`config.mk`:
```
export PLATFORM = sky130hd
export DESIGN_NAME = mul_div_ex
export DESIGN_NICKNAME = d
export VERILOG_FILES = /design/src/rtl/mul_div_ex.sv
export SDC_FILE = /design/constraint.sdc
export NUM_CORES = 1
export LEC_CHECK = 0
export BUFFER_PORTS_ARGS = -buffer_cell sky130_fd_sc_hd__buf_4
export CAP_MARGIN = 5
export CELL_PAD_IN_SITES_DETAIL_PLACEMENT = 1
export CELL_PAD_IN_SITES_GLOBAL_PLACEMENT = 2
export CORE_MARGIN = 8
export CORE_UTILIZATION = 35
export CTS_BUF_LIST = sky130_fd_sc_hd__clkbuf_16
export CTS_CLUSTER_DIAMETER = 60
export CTS_CLUSTER_SIZE = 8
export DETAILED_ROUTE_END_ITERATION = 12
export GPL_TIMING_DRIVEN = 0
export PLACE_DENSITY = 0.92
export REMOVE_ABC_BUFFERS = 1
export SLEW_MARGIN = 5
export SYNTH_ARGS = -nofsm -noshare
export SYNTH_HDL_FRONTEND = slang
export SYNTH_SLANG_ARGS = --single-unit
```
`constraint.sdc`:
```
create_clock -name clk -period 4.45 [get_ports clk]
set_clock_uncertainty 0.1 [all_clocks]
set_input_delay 0.2225 -clock clk [delete_from_list [all_inputs] [get_ports clk]]
set_output_delay 0.2225 -clock clk [all_outputs]
set_load 0.01 [all_outputs]
```
`src/rtl/mul_div_ex.sv`:
```
// Iterative multiply/divide unit for the EX stage.
// MULT/MULTU use shift-add and DIV/DIVU use restoring shift-subtract. Both run on
// operand magnitudes, with a sign fix-up before HI/LO are written. Every operation
// keeps busy high for DATA_W+1 cycles and then pulses done for one cycle.
module mul_div_ex #(
  parameter int unsigned DATA_W = 32
) (
  input  logic              clk,
  input  logic              reset,
  input  logic              start,
  input  logic [1:0]        op,
  input  logic [DATA_W-1:0] opA,
  input  logic [DATA_W-1:0] opB,
  input  logic              wr_hi,
  input  logic              wr_lo,
  input  logic [DATA_W-1:0] wr_data,
  output logic              busy,
  output logic              done,
  output logic              div0,
  output logic [DATA_W-1:0] hi,
  output logic [DATA_W-1:0] lo
);

  localparam int unsigned CNT_W = $clog2(DATA_W);
  localparam logic [CNT_W-1:0] CntLast = CNT_W'(DATA_W - 1);

  typedef enum logic [1:0] {StIdle, StRun, StFix} state_t;

  state_t state_q, state_d;

  logic [CNT_W-1:0]  cnt_q;
  logic              is_div_q;
  logic              neg_res_q;   // product / quotient must be negated
  logic              neg_rem_q;   // remainder takes the dividend's sign
  logic              zero_div_q;  // divide with zero divisor
  logic [DATA_W-1:0] a_raw_q;     // original dividend, returned in HI on divide-by-zero
  logic [DATA_W-1:0] b_mag_q;
  // Mult: acc_hi = partial product high half, acc_lo = multiplier shifting out.
  // Div:  acc_hi = partial remainder, acc_lo = dividend shifting out / quotient in.
  logic [DATA_W-1:0] acc_hi_q;
  logic [DATA_W-1:0] acc_lo_q;
  logic [DATA_W-1:0] hi_q, lo_q;
  logic              done_q, div0_q;

  // Operand conditioning at the accept edge
  logic              op_signed, a_neg, b_neg;
  logic [DATA_W-1:0] a_mag, b_mag;

  // One iteration step
  logic [DATA_W:0]   mult_sum;
  logic [DATA_W:0]   div_shift;
  logic [DATA_W:0]   div_diff;
  logic [DATA_W-1:0] step_hi, step_lo;

  // Sign fix-up and final HI/LO values
  logic [2*DATA_W-1:0] prod, prod_fix;
  logic [DATA_W-1:0]   rem_mag, quo_fix, rem_fix;
  logic [DATA_W-1:0]   fix_hi, fix_lo;

  // FSM state register
  always_ff @(posedge clk) begin
    if (reset) begin
      state_q <= StIdle;
    end else begin
      state_q <= state_d;
    end
  end

  // FSM next-state logic
  always_comb begin
    state_d = state_q;
    unique case (state_q)
      StIdle:  if (start) state_d = StRun;
      StRun:   if (cnt_q == CntLast) state_d = StFix;
      StFix:   state_d = StIdle;
      default: state_d = StIdle;
    endcase
  end

  // Operand magnitudes and result signs; op[0]=0 selects the signed variants
  always_comb begin
    op_signed = ~op[0];
    a_neg     = op_signed & opA[DATA_W-1];
    b_neg     = op_signed & opB[DATA_W-1];
    a_mag     = a_neg ? -opA : opA;
    b_mag     = b_neg ? -opB : opB;
  end

  // Single shift-add or restoring shift-subtract step
  always_comb begin
    mult_sum  = {1'b0, acc_hi_q} + (acc_lo_q[0] ? {1'b0, b_mag_q} : '0);
    div_shift = {acc_hi_q, acc_lo_q[DATA_W-1]};
    div_diff  = div_shift - {1'b0, b_mag_q};
    step_hi   = '0;
    step_lo   = '0;
    if (is_div_q) begin
      // A clear borrow bit means the shifted remainder was >= divisor
      if (!div_diff[DATA_W]) begin
        step_hi = div_diff[DATA_W-1:0];
        step_lo = {acc_lo_q[DATA_W-2:0], 1'b1};
      end else begin
        step_hi = div_shift[DATA_W-1:0];
        step_lo = {acc_lo_q[DATA_W-2:0], 1'b0};
      end
    end else begin
      step_hi = mult_sum[DATA_W:1];
      step_lo = {mult_sum[0], acc_lo_q[DATA_W-1:1]};
    end
  end

  // Sign fix-up and selection of the values written to HI/LO
  always_comb begin
    prod     = {acc_hi_q, acc_lo_q};
    prod_fix = neg_res_q ? -prod : prod;
    rem_mag  = acc_hi_q;
    quo_fix  = neg_res_q ? -acc_lo_q : acc_lo_q;
    rem_fix  = neg_rem_q ? -rem_mag : rem_mag;
    fix_hi   = '0;
    fix_lo   = '0;
    if (zero_div_q) begin
      fix_hi = a_raw_q;
      fix_lo = '1;
    end else if (is_div_q) begin
      fix_hi = rem_fix;
      fix_lo = quo_fix;
    end else begin
      fix_hi = prod_fix[2*DATA_W-1:DATA_W];
      fix_lo = prod_fix[DATA_W-1:0];
    end
  end

  // Datapath, HI/LO and completion flags
  always_ff @(posedge clk) begin
    if (reset) begin
      cnt_q      <= '0;
      is_div_q   <= 1'b0;
      neg_res_q  <= 1'b0;
      neg_rem_q  <= 1'b0;
      zero_div_q <= 1'b0;
      a_raw_q    <= '0;
      b_mag_q    <= '0;
      acc_hi_q   <= '0;
      acc_lo_q   <= '0;
      hi_q       <= '0;
      lo_q       <= '0;
      done_q     <= 1'b0;
      div0_q     <= 1'b0;
    end else begin
      done_q <= 1'b0;
      div0_q <= 1'b0;
      unique case (state_q)
        StIdle: begin
          if (start) begin
            // An accepted start takes priority; a simultaneous MTHI/MTLO is dropped
            cnt_q      <= '0;
            is_div_q   <= op[1];
            neg_res_q  <= a_neg ^ b_neg;
            neg_rem_q  <= op[1] & a_neg;
            zero_div_q <= op[1] & (opB == '0);
            a_raw_q    <= opA;
            b_mag_q    <= b_mag;
            acc_hi_q   <= '0;
            acc_lo_q   <= a_mag;
          end else begin
            if (wr_hi) hi_q <= wr_data;
            if (wr_lo) lo_q <= wr_data;
          end
        end
        StRun: begin
          acc_hi_q <= step_hi;
          acc_lo_q <= step_lo;
          cnt_q    <= cnt_q + CNT_W'(1);
        end
        StFix: begin
          hi_q   <= fix_hi;
          lo_q   <= fix_lo;
          done_q <= 1'b1;
          div0_q <= zero_div_q;
        end
        default: ;
      endcase
    end
  end

  // Output drive
  always_comb begin
    busy = (state_q != StIdle);
    done = done_q;
    div0 = div0_q;
    hi   = hi_q;
    lo   = lo_q;
  end

endmodule
```
==> flow_metrics.tcl <==
set metrics [dict create \
    status "finished clean" \
    gp_congestion 0.890 \
    grt_overflow 0 \
    r2r_end "hi[18]$_SDFFE_PP0P_" \
    core_area_sq_um 43100 \
    r2r_slack_ns 0.21 \
    cap_viol_max_count 0 \
    ant_nets 0 \
    vias_per_cell 5.80 \
    cts_sinks 205 \
    num_rows 76 \
    critPathArrivalTime_ns 4.56 \
    grt_first_pass_wirelength_um 95300 \
    rsz0062_at_grt "true" \
    boundaryPins 170 \
    drt_first_pass_iters 7 \
    portBuffers 169 \
    hold_depth 4 \
    synth_area_per_cell_sq_um 7.47 \
    yosysTopAreaCellShare_pct 26.9 \
    synth_top_area_cell "dfxtp_1" \
    drtIter0Drc 973 \
    dp_hpwl_um 43900 \
    grt_usage_pct 23.1 \
    instances_no_fill 2817 \
    leakage_uw 0.00764 \
    initial_core_util_pct 35.4 \
    die_height_um 225 \
    dieArea_sq_um 50600 \
    critPathLaunchType "register" \
    drive_above_1_share_pct 12.3 \
    async_flop_share_pct 0 \
    root_buffer "clkbuf_16" \
    grt_max_degree 112 \
    slew-limit-headroom_pct 8.67 \
    htreeDepth 2 \
    fin_tns_setup_ns 0 \
    seq_area_frac_synth_pct 26.9 \
    cts_buffers 36 \
    min_period_ns 4.24 \
    fin_util_pct 44.5 \
    final_max_slew_viol_count 0 \
    grt_pass1_vias 17071 \
    vdd_drop_max_v 0.000189 \
    ys_types 83 \
    period_share_pct 95.4 \
    netlist_top_cells_area "dfxtp_1 (27%), a21oi_1 (6.9%), ha_1 (5.7%)" \
    num_vias 16341 \
    synth.most_common_cell "nand2_1" \
    synth_common_cells "nand2_1 (218), nor2_1 (217), a21oi_1 (212)" \
    dp.cells 2668 \
    cp_max_fo 54 \
    cp-end-kind "register" \
    worst_slew_pin_slew_ns 1.37 \
    routedWlPerCell_um 21.5 \
    insertion_delay_ns 0.54 \
    diodes 0 \
    syn_inst 2045 \
    grt_antenna_before_repair 0 \
    finalNetCount 2393 \
    critPathKind "register to register" \
    layout-area-overhead-vs-synth_pct 25.6 \
    setup_viol 0 \
    drc 0 \
    min_from "op[0]" \
    crit_start "is_div_q$_SDFFE_PP0P_" \
    synth_warnings 0 \
    max_freq_mhz 236 \
    die_x_um 225 \
    ys.flop_type "dfxtp_1" \
    r2r.worst_path.cells 8 \
    whs_endpoint "neg_rem_q$_SDFFE_PP0P_" \
    hp-class "input port to register" \
    hold_violations 0 \
    ys_seq_elements 205 \
    cts_tree "yes" \
    rr_startpoint "is_div_q$_SDFFE_PP0P_" \
    cellPowerDensity_nw_per_um2 329 \
    ctsLongestPathBuffers 3 \
    clkTransAtPathRegs_ns 0.05 \
    cp.required_ns 4.76 \
    whs_ns 0.0396 \
    synth_edf_count 0 \
    synth_area_sq_um 15300 \
    routed_wl_um 60500 \
]
[cell type report]
| class | instances | area, sq um |
|---|---|---|
| Clock buffer | 36 | 901 |
| Fill cell | 5299 | 23900 |
| Clock inverter | 16 | 245 |
| Tap cell | 585 | 732 |
| Inverter | 64 | 244 |
| Multi-Input combinational cell | 1630 | 10400 |
| Sequential cell | 205 | 4110 |
| Timing Repair Buffer | 280 | 2500 |
| Timing Repair inverter | 1 | 7.51 |
[layout by cell type, fill, tap and decap left out, types with 23 or more instances in the layout]
cell type / instances
xor2_1: 76
nand2_1: 218
dlygate4sd3_1: 96
inv_1: 67
clkbuf_16: 36
dfxtp_1: 202
mux2i_1: 40
or3_1: 34
o221ai_1: 35
ha_1: 70
nor2_1: 212
nor3_1: 44
buf_4: 170
o21ai_0: 105
a211oi_1: 94
o31ai_1: 23
a21oi_1: 212
nand3_1: 38
xnor2_1: 82
[power by group]
group	switching, uW	internal, uW
sequential	155	1950
clock	969	1800
combinational	839	596
[sequential cells by signal, summed over array words and instances (netlist names)]
signal	count
a_raw_q	32
is_div_q	1
lo	32
neg_rem_q	1
hi	32
b_mag_q	32
state_q	2
div0	1
cnt_q	5
zero_div_q	1
acc_hi_q	32
done	1
neg_res_q	1
acc_lo_q	32
[through the flow]
stage          setup WS (ns)  power (uW)  instance area, sq um
5_1_grt              -0.0383        6570                 19200
3_5_place_dp          -0.112        3480                 17000
6_report               0.207        6310                 19200
3_3_place_gp           -6.58        3430                 16700
4_1_cts               0.0121        6340                 19200
2_1_floorplan          -1.45        2940                 14700
[logic make-up (layout without fill, tap and decap cells)]
kind of cell / Yosys count / in the layout / synth area share, %
AOI/OAI and AO/OA: 669 / 669 / 28.9
xor gates and xnor gates: 158 / 158 / 9.06
adders and majority gates: 72 / 72 / 6.00
buffers and inverters: 210 / 397 / 5.29
DFF: 205 / 205 / 26.9
muxes: 40 / 40 / 2.62
and+or+nand+nor: 691 / 691 / 21.3
[per-layer routing]
metal | track usage [%] | wire length [um]
met5 | 0 | 0
met4 | 7.89 | 1650
met3 | 3.22 | 2870
met2 | 39.8 | 28900
met1 | 29.3 | 27100
[worst max-delay path, cell delays in order, from the launching register on]
cell	delay [ns]
dfxtp_4	0.89
nor2b_1	0.40
a21oi_1	0.92
nor2_1	0.14
nor4b_1	0.77
a21oi_1	0.20
xnor2_1	0.27
o21ai_0	0.17
o2bb2ai_1	0.19
[timing repair]
item                       CTS  global route
setup endpoints to repair    7             8
setup buffers                0             0
gates cloned                 0             1
resized for setup            2             3
hold endpoints to repair   120             0
hold buffers                96             0
[how the worst max path moves through the flow]
stage	cells past startpoint	slack (ns)	to
floorplan	5	-1.45	acc_hi_q[27]$_SDFFE_PP0P_
global placement	5	-6.58	acc_hi_q[29]$_SDFFE_PP0P_
detailed placement	10	-0.11	acc_hi_q[24]$_SDFFE_PP0P_
CTS	12	0.01	acc_hi_q[30]$_SDFFE_PP0P_
global route	12	-0.04	acc_hi_q[28]$_SDFFE_PP0P_
finish	8	0.21	hi[18]$_SDFFE_PP0P_
No activity file was read; power rests on OpenSTA's default activity.
